--- config.mk ---
export PLATFORM = sky130hd
export DESIGN_NAME = spi_cap_packetizer
export DESIGN_NICKNAME = d
export VERILOG_FILES = /design/src/rtl/spi_cap_packetizer.sv
export SDC_FILE = /design/constraint.sdc
export NUM_CORES = 1
export LEC_CHECK = 0
export BUFFER_PORTS_ARGS = -buffer_cell sky130_fd_sc_hd__buf_2
export CAP_MARGIN = 20
export CORE_ASPECT_RATIO = 1.75
export CORE_MARGIN = 2
export CORE_UTILIZATION = 45
export DETAILED_ROUTE_END_ITERATION = 16
export GPL_TIMING_DRIVEN = 1
export PLACE_DENSITY = 0.67
export SYNTH_ARGS = -nofsm -noshare
export SYNTH_HDL_FRONTEND = slang
export SYNTH_SLANG_ARGS = --single-unit
--- constraint.sdc ---
create_clock -name clk -period 8.75 [get_ports clk]
set_clock_uncertainty 0.1 [all_clocks]
set_input_delay 0.875 -clock clk [delete_from_list [all_inputs] [get_ports clk]]
set_output_delay 0.875 -clock clk [all_outputs]
set_load 0.03 [all_outputs]
--- src/rtl/spi_cap_packetizer.sv ---
`default_nettype none
// ============================================================================
//  Module      : spi_cap_packetizer
//  Description : Buffers completed SPI do/di capture pairs in a small FIFO
//                and serialises each one into a fixed 10-byte packet on a
//                valid/ready byte stream. Dropped captures are reported in
//                the packet status byte and by a saturating counter.
//  Revision    : 1.0 - initial release
// ============================================================================
module spi_cap_packetizer #(
   parameter int unsigned FIFO_DEPTH = 4,
   parameter logic [7:0]  SYNC_BYTE  = 8'hA5
) (
   input  logic                          clk,
   input  logic                          rst,            // active-low, asynchronous
   input  logic                          spi_cap_ready,
   input  logic [31:0]                   spi_cap_do,
   input  logic [31:0]                   spi_cap_di,
   output logic                          tx_valid,
   output logic [7:0]                    tx_data,
   input  logic                          tx_ready,
   output logic [15:0]                   drop_cnt,
   output logic [$clog2(FIFO_DEPTH):0]   fifo_count
);

   localparam int unsigned c_ptr_w = $clog2(FIFO_DEPTH);
   localparam int unsigned c_cnt_w = c_ptr_w + 1;

   typedef enum logic [0:0] {
      ST_IDLE = 1'b0,
      ST_SEND = 1'b1
   } state_t;

   state_t               state_q,    state_d;
   logic [63:0]          mem_q [FIFO_DEPTH];
   logic [c_ptr_w-1:0]   wr_ptr_q,   wr_ptr_d;
   logic [c_ptr_w-1:0]   rd_ptr_q,   rd_ptr_d;
   logic [c_cnt_w-1:0]   count_q,    count_d;
   logic [63:0]          pkt_q,      pkt_d;
   logic                 ovf_q,      ovf_d;
   logic [6:0]           pkt_seq_q,  pkt_seq_d;
   logic [6:0]           seq_q,      seq_d;
   logic                 pend_q,     pend_d;
   logic [3:0]           byte_idx_q, byte_idx_d;
   logic [15:0]          drop_cnt_q, drop_cnt_d;

   logic                 fifo_full;
   logic                 fifo_nonempty;
   logic                 load;
   logic                 push_ok;
   logic                 drop;
   logic [7:0]           cur_byte;

   assign fifo_full     = (count_q == c_cnt_w'(FIFO_DEPTH));
   assign fifo_nonempty = (count_q != '0);

   // A pop frees a slot in the same edge, so a full FIFO still accepts a push then.
   assign push_ok = spi_cap_ready && (!fifo_full || load);
   assign drop    = spi_cap_ready && fifo_full && !load;

   // Selects the packet byte addressed by byte_idx from the packet register.
   always_comb begin
      cur_byte = 8'h00;
      unique case (byte_idx_q)
         4'd0:    cur_byte = SYNC_BYTE;
         4'd1:    cur_byte = {ovf_q, pkt_seq_q};
         4'd2:    cur_byte = pkt_q[63:56];
         4'd3:    cur_byte = pkt_q[55:48];
         4'd4:    cur_byte = pkt_q[47:40];
         4'd5:    cur_byte = pkt_q[39:32];
         4'd6:    cur_byte = pkt_q[31:24];
         4'd7:    cur_byte = pkt_q[23:16];
         4'd8:    cur_byte = pkt_q[15:8];
         4'd9:    cur_byte = pkt_q[7:0];
         default: cur_byte = 8'h00;
      endcase
   end

   // Packet FSM: next state, packet load and byte stream outputs.
   always_comb begin
      state_d    = state_q;
      pkt_d      = pkt_q;
      ovf_d      = ovf_q;
      pkt_seq_d  = pkt_seq_q;
      byte_idx_d = byte_idx_q;
      load       = 1'b0;
      tx_valid   = 1'b0;
      tx_data    = 8'h00;

      unique case (state_q)
         ST_IDLE: begin
            if (fifo_nonempty) begin
               load = 1'b1;
            end
         end
         ST_SEND: begin
            tx_valid = 1'b1;
            tx_data  = cur_byte;
            if (tx_ready) begin
               if (byte_idx_q == 4'd9) begin
                  // Last byte leaves: chain straight into the next packet if one waits.
                  if (fifo_nonempty) begin
                     load = 1'b1;
                  end else begin
                     state_d = ST_IDLE;
                  end
               end else begin
                  byte_idx_d = byte_idx_q + 4'd1;
               end
            end
         end
         default: state_d = ST_IDLE;
      endcase

      if (load) begin
         pkt_d      = mem_q[rd_ptr_q];
         ovf_d      = pend_q;
         pkt_seq_d  = seq_q;
         byte_idx_d = 4'd0;
         state_d    = ST_SEND;
      end
   end

   // FIFO pointers, occupancy, sequence number and drop bookkeeping.
   always_comb begin
      wr_ptr_d   = wr_ptr_q;
      rd_ptr_d   = rd_ptr_q;
      count_d    = count_q;
      seq_d      = seq_q;
      pend_d     = pend_q;
      drop_cnt_d = drop_cnt_q;

      if (push_ok) begin
         wr_ptr_d = wr_ptr_q + c_ptr_w'(1);
      end
      if (load) begin
         rd_ptr_d = rd_ptr_q + c_ptr_w'(1);
         seq_d    = seq_q + 7'd1;
         pend_d   = 1'b0;
      end

      unique case ({push_ok, load})
         2'b10:   count_d = count_q + c_cnt_w'(1);
         2'b01:   count_d = count_q - c_cnt_w'(1);
         default: count_d = count_q;
      endcase

      // A drop seen on a load edge is reported by the following packet.
      if (drop) begin
         pend_d = 1'b1;
         if (drop_cnt_q != 16'hFFFF) begin
            drop_cnt_d = drop_cnt_q + 16'd1;
         end
      end
   end

   // Control and packet state registers.
   always_ff @(posedge clk or negedge rst) begin
      if (!rst) begin
         state_q    <= ST_IDLE;
         wr_ptr_q   <= '0;
         rd_ptr_q   <= '0;
         count_q    <= '0;
         pkt_q      <= '0;
         ovf_q      <= 1'b0;
         pkt_seq_q  <= '0;
         seq_q      <= '0;
         pend_q     <= 1'b0;
         byte_idx_q <= '0;
         drop_cnt_q <= '0;
      end else begin
         state_q    <= state_d;
         wr_ptr_q   <= wr_ptr_d;
         rd_ptr_q   <= rd_ptr_d;
         count_q    <= count_d;
         pkt_q      <= pkt_d;
         ovf_q      <= ovf_d;
         pkt_seq_q  <= pkt_seq_d;
         seq_q      <= seq_d;
         pend_q     <= pend_d;
         byte_idx_q <= byte_idx_d;
         drop_cnt_q <= drop_cnt_d;
      end
   end

   // FIFO storage; contents are only meaningful behind the pointers, so no reset.
   always_ff @(posedge clk) begin
      if (push_ok) begin
         mem_q[wr_ptr_q] <= {spi_cap_do, spi_cap_di};
      end
   end

   assign drop_cnt   = drop_cnt_q;
   assign fifo_count = count_q;

endmodule
`default_nettype wire
* After elaboration in Yosys (flattened, before gate mapping)
Memory sizes are Yosys's and may differ from the RTL's. A register that Yosys moved wholly into a read port is not among the register bits.
Index checks and enable logic that the tools add are counted.
W data, S select, Z words.
** Word-level totals
- Bits in registers :: 44
- Memory bits (writable) :: 256
- Input bits :: 68
- Output and inout port bits :: 28
- Memories :: 1
** Cells by class
- Add/sub/neg operators :: 7
- Equality and inequality tests :: 14
- Mux-type cells :: 20
- Bitwise operators :: 1
- Reduce and logical (&&, ||, !) cells :: 15
** Memories
- mem_q :: words 4, bits a word 64, rd ports 1, clocked after memory_dff 1, write ports 1, line 35 : logic [63:0] mem_q [FIFO_DEPTH];
** Operators with widths (number)
- $pmux W8 S10 :: 1
- $add A16 B1 Y16 const B :: 1
- $eq A4 B3 Y1 const B :: 4
- $mux W4 :: 4
- $ne A16 B16 Y1 const B :: 1
- $mux W1 :: 12
- $eq A4 B2 Y1 const B :: 2
- $eq A4 B4 Y1 const B :: 2
- $mux W8 :: 1
- $reduce_bool A2 Y1 :: 4
- $add A7 B1 Y7 const B :: 1
- $pmux W3 S2 :: 1
- $add A2 B1 Y2 const B :: 2
- $add A4 B1 Y4 const B :: 1
- $eq A4 B1 Y1 const B :: 1
- $logic_not A4 Y1 :: 1
- $add A3 B1 Y3 const B :: 1
- $eq A3 B3 Y1 const B :: 1
- $logic_and A1 B1 Y1 :: 3
- $logic_not A1 Y1 :: 3
- $reduce_and A3 Y1 :: 1
- $reduce_bool A3 Y1 :: 1
- $sub A3 B1 Y3 const B :: 1
- $eq A2 B1 Y1 const B :: 1
- other kinds (6) :: 6

* Depth between registers and ports, before layout
- Word-level depth :: 9
- Mapped depth :: 13
- Mapped depth without buffers :: 10

* Worst setup path before layout
OpenSTA, ideal clock, no wires.
- Kind :: input-to-reg
- Start :: input tx_ready
- End :: memory mem_q[0][0], enable pin
- Arrival :: 3.239 ns
- Data required time :: 8.221 ns
- Slack :: 4.982 ns
- Stages :: 5
- Path buffers :: 1
- Path through :: nand4b_2 and2_1 clkbuf_1 a31oi_2 and2_1
** On the way
- Word-level cells in the longest chain between the ends :: 6
** RTL lines
- start, declared :: line 21 : input logic tx_ready,
- $mux W1 :: line 99 : if (tx_ready) begin
- $pmux W1 S2 :: line 90 : unique case (state_q)
- $logic_or A1 B1 Y1 :: line 58 : assign push_ok = spi_cap_ready && (!fifo_full || load);
- $logic_and A1 B1 Y1 :: line 58
- $mux W1 :: line 188 : if (push_ok) begin
- $mux W1 (not written as such) :: line 189 : mem_q[wr_ptr_q] <= {spi_cap_do, spi_cap_di};
- end, declared :: line 35
No other way between the ends.

* Worst setup path in the final report
- Start :: register byte_idx_q[1]
- End :: memory mem_q[0][5], enable pin
** On the way
- Word-level cells in the longest chain between the ends :: 8
** RTL lines
- start, declared :: line 44 : logic [3:0] byte_idx_q, byte_idx_d;
- start signal, assigned :: line 181 : byte_idx_q <= byte_idx_d;
- $eq A4 B4 Y1 :: line 100 : if (byte_idx_q == 4'd9) begin
- $mux W1 :: line 100
- $mux W1 :: line 99
- $pmux W1 S2 :: line 90
- $logic_or A1 B1 Y1 :: line 58
- $logic_and A1 B1 Y1 :: line 58
- $mux W1 :: line 188
- $mux W1 (not written as such) :: line 189
No other way between the ends.

==> results.md <==
* Synth Register Bits at 364
* CP max FO at 33
* Area after DPL at 15320 um2
* Worst setup path startpoint: byte_idx_q[1]
* Most frequent cells in the layout: 256 x edfxtp_1, 106 x dfrtp_1, 94 x buf_2
* Max-slew headroom at between 20% and 30%
* Crit path kind: register to register
* Slowest-stage cell, CP: ha_1
* Final WS setup at around 4.5 ns
* Die ar. at about 34000 um2
* Tot GR Track Use at 17.26%
* Mapped Nets at about 840
* Total congestion overflow at 0
* Leak at a little over 6 nW
* Clock Latency Late Sink at around 0.52 ns
* Critical R2R Launch: byte_idx_q[1]
* Register area share after synthesis at between 70% and 80%
* Longest Clk Path Bufs at 3
* Power share of the sequential group at a little under half
* I/O pins at 96
* Main flop type after synthesis: edfxtp_1
* Synth Area per Inst at 18.96 um2
* Net Sw Power at approximately 1.7 mW
* CTS sink count at 364
* Vias per inst at ~5.6
* Hold Violations, Final at 0
* Final min period at between 4 and 5 ns
* Most common cell after layout, fill and taps aside: edfxtp_1
* Final WL at between 20 and 30 mm
* Crit share post-route at between 40% and 50%
* Initial antenna violation count at 0
* Antenna cells at 0
* FILL cells at approximately 2500
* IO buf count at between 90 and 100
* End point of the critical path: mem_q[0][5]
* Detailed Place HPWL at between 15 and 20 mm
* Net Sw Frac at 30.71%
* Die H at roughly 240 um
* R2r setup slk at between 4 and 5 ns
* Slew @ Worst Pin at 1.111 ns
* Detailed-route DRC error count at 0
* VDD IR-drop max at roughly 0.00018 V
* Max incr delay on CP at about 0.80 ns
* Vias at roughly 7100
* Final Setup Violations at 0
* Clock transition at the registers of the reported paths at ~0.07 ns
* Setup slack at placement at 4.412 ns
* Combinational Power Share at 27.0%
* Post-synth EDFFs at 256
* Status: complete, no violations
* Largest net degree at the start of global routing at between 80 and 90
* First-pass GRT wire length at about 44 mm
* Num CTS Buffers at 34
* RSZ-0062 raised after global routing: false
* Post-synthesis async set-or-reset flop share at 29.67%
* WP data required at just under 9 ns
* Nets at between 900 and 1000
* Post-DRT Antenna Nets at 0
* Pwr Density at roughly 330 nW/um2
* Finished Cell Area at around 16000 um2
* Share of layout cells above drive strength 1 at 36.16%
* Synth cell types at 62
* Hold buffer count at CTS at 0
* Core area at 31640 um2
* Post-cts resize count at 0
* Synthesized cell area at ~14000 um2
* Max Cap Viol at 0
* Crit path cell chain: inv_1 > ha_1 > nand4b_2 > and2_1 > a31oi_2 > and2_2 > buf_4
* Initial core utilization at 45.78%
* Drt first pass iters at 5
* Max-slew violation count at 0
* Num rows at 86
* Wire per inst at approximately 22 um
* Root buf cell: clkbuf_16
* Setup Buffers After CTS at 0
* Power share of the clock group at 26.2%
* Initial DRC Count at ~500
* Min Hold Slack at around 0.28 ns
* Gate Count Post-Synth at 764
* Yosys warns at 0
* Setup tns final at 0 ns
* Maximum clock frequency at between 0.2 and 0.25 GHz
* H-tree Lvls at 2
* Gpl congestion at just over 0.8
* Fin util at around 52%
* TritonCTS clock tree: done
* CP Capture Type: register
* Arr. time, crit path at roughly 4.4 ns
* Reg2reg end: mem_q[0][5]
* Die Wd at 139.6 um
* Reg2Reg Depth at 7
* Critical Path Source Type: register
* Int Pwr at between 3 and 4 mW
* Hold Path Class: primary input to asynchronous set/reset pin
* Area growth syn-to-layout at 13.24%
* Vias in the first global route at roughly 7500
cell families after synthesis:
group,synth area share (%)
flip-flops,71.73
multiplexers,16.15
AND/OR/NAND/NOR,3.239
AO/OA/AOI/OAI,4.319
buffers and inverters,1.797
XOR/XNOR,1.754
adder cells (fa/ha/maj),1.002
worst max-delay path, delay by kind of cell (launching register included):
kind | cells | cell delay, ns
AOI/OAI and AO/OA | 1 | 0.35
adders and majority gates | 1 | 0.80
buffers and inverters | 2 | 0.65
DFF | 1 | 0.42
and+or+nand+nor | 3 | 1.53
cells in the mapped netlist, drive strengths merged (12+ instances only):
cell / n / area share, %
nor2: 15 / 0.39
inv: 12 / 0.31
mux2: 78 / 6.1
a22oi: 14 / 0.73
xnor2: 22 / 1.3
edfxtp: 256 / 53
dfrtp: 108 / 19
buf: 21 / 0.85
nand2: 19 / 0.49
mux4: 64 / 10
clkbuf: 22 / 0.64
worst min path at each step:
stage	end	slack [ns]	cells after the start	from
global placement	seq_q[6]	0.37	1	seq_q[6]
finish	pkt_q[9]	0.28	1	rst
global route	pkt_q[12]	0.33	1	rst
floorplan	seq_q[6]	0.34	1	seq_q[6]
detailed placement	seq_q[6]	0.37	1	seq_q[6]
CTS	pkt_q[9]	0.29	1	rst
final cells by class:
cell class	instances	area, um2	share of cell area (%)
clock inverters	12	120.1	0.7323
repair buffers	103	538.0	3.280
inverters	12	45.04	0.2746
clock buffers	49	962.2	5.866
multi-input cells	345	3846	23.45
well taps	396	495.5	3.021
flip-flops and latches	364	10400	63.38
registers in the layout, summed over array words and instances (netlist names):
register and cells:
drop_cnt 16, state_q 1, seq_q 7, fifo_count 3, byte_idx_q 4, pkt_q 64
ovf_q 1, pend_q 1, pkt_seq_q 7, mem_q 256, rd_ptr_q 2, wr_ptr_q 2
routing by layer:
layer / share of wire, % / global-route usage [%] / up-vias
li1: - / - / 3227
met1: 39 / 20.47 / 3683
met2: 55 / 31.67 / 155
met3: 3.8 / 2.846 / 46
met4: 3.1 / 6.455 / 0
met5: 0 / 0 / -
through the flow:
step | cells | power [mW]
floorplan | 764 | 3.606
global placement | 1220 | 4.087
detailed placement | 1220 | 4.122
CTS | 1281 | 5.570
global route | 1281 | 5.748
finish | 1281 | 5.484
power by group through the flow:
| stage | clock, mW | sequential (mW) | combinational (mW) |
|---|---|---|---|
| after floorplan | 0 | 2.49 | 1.11 |
| after global placement | 0 | 2.59 | 1.50 |
| after detailed placement | 0 | 2.61 | 1.51 |
| after CTS | 1.48 | 2.57 | 1.52 |
| after global routing | 1.53 | 2.61 | 1.60 |
| final | 1.44 | 2.57 | 1.48 |
(Power assumes the default switching activity.)
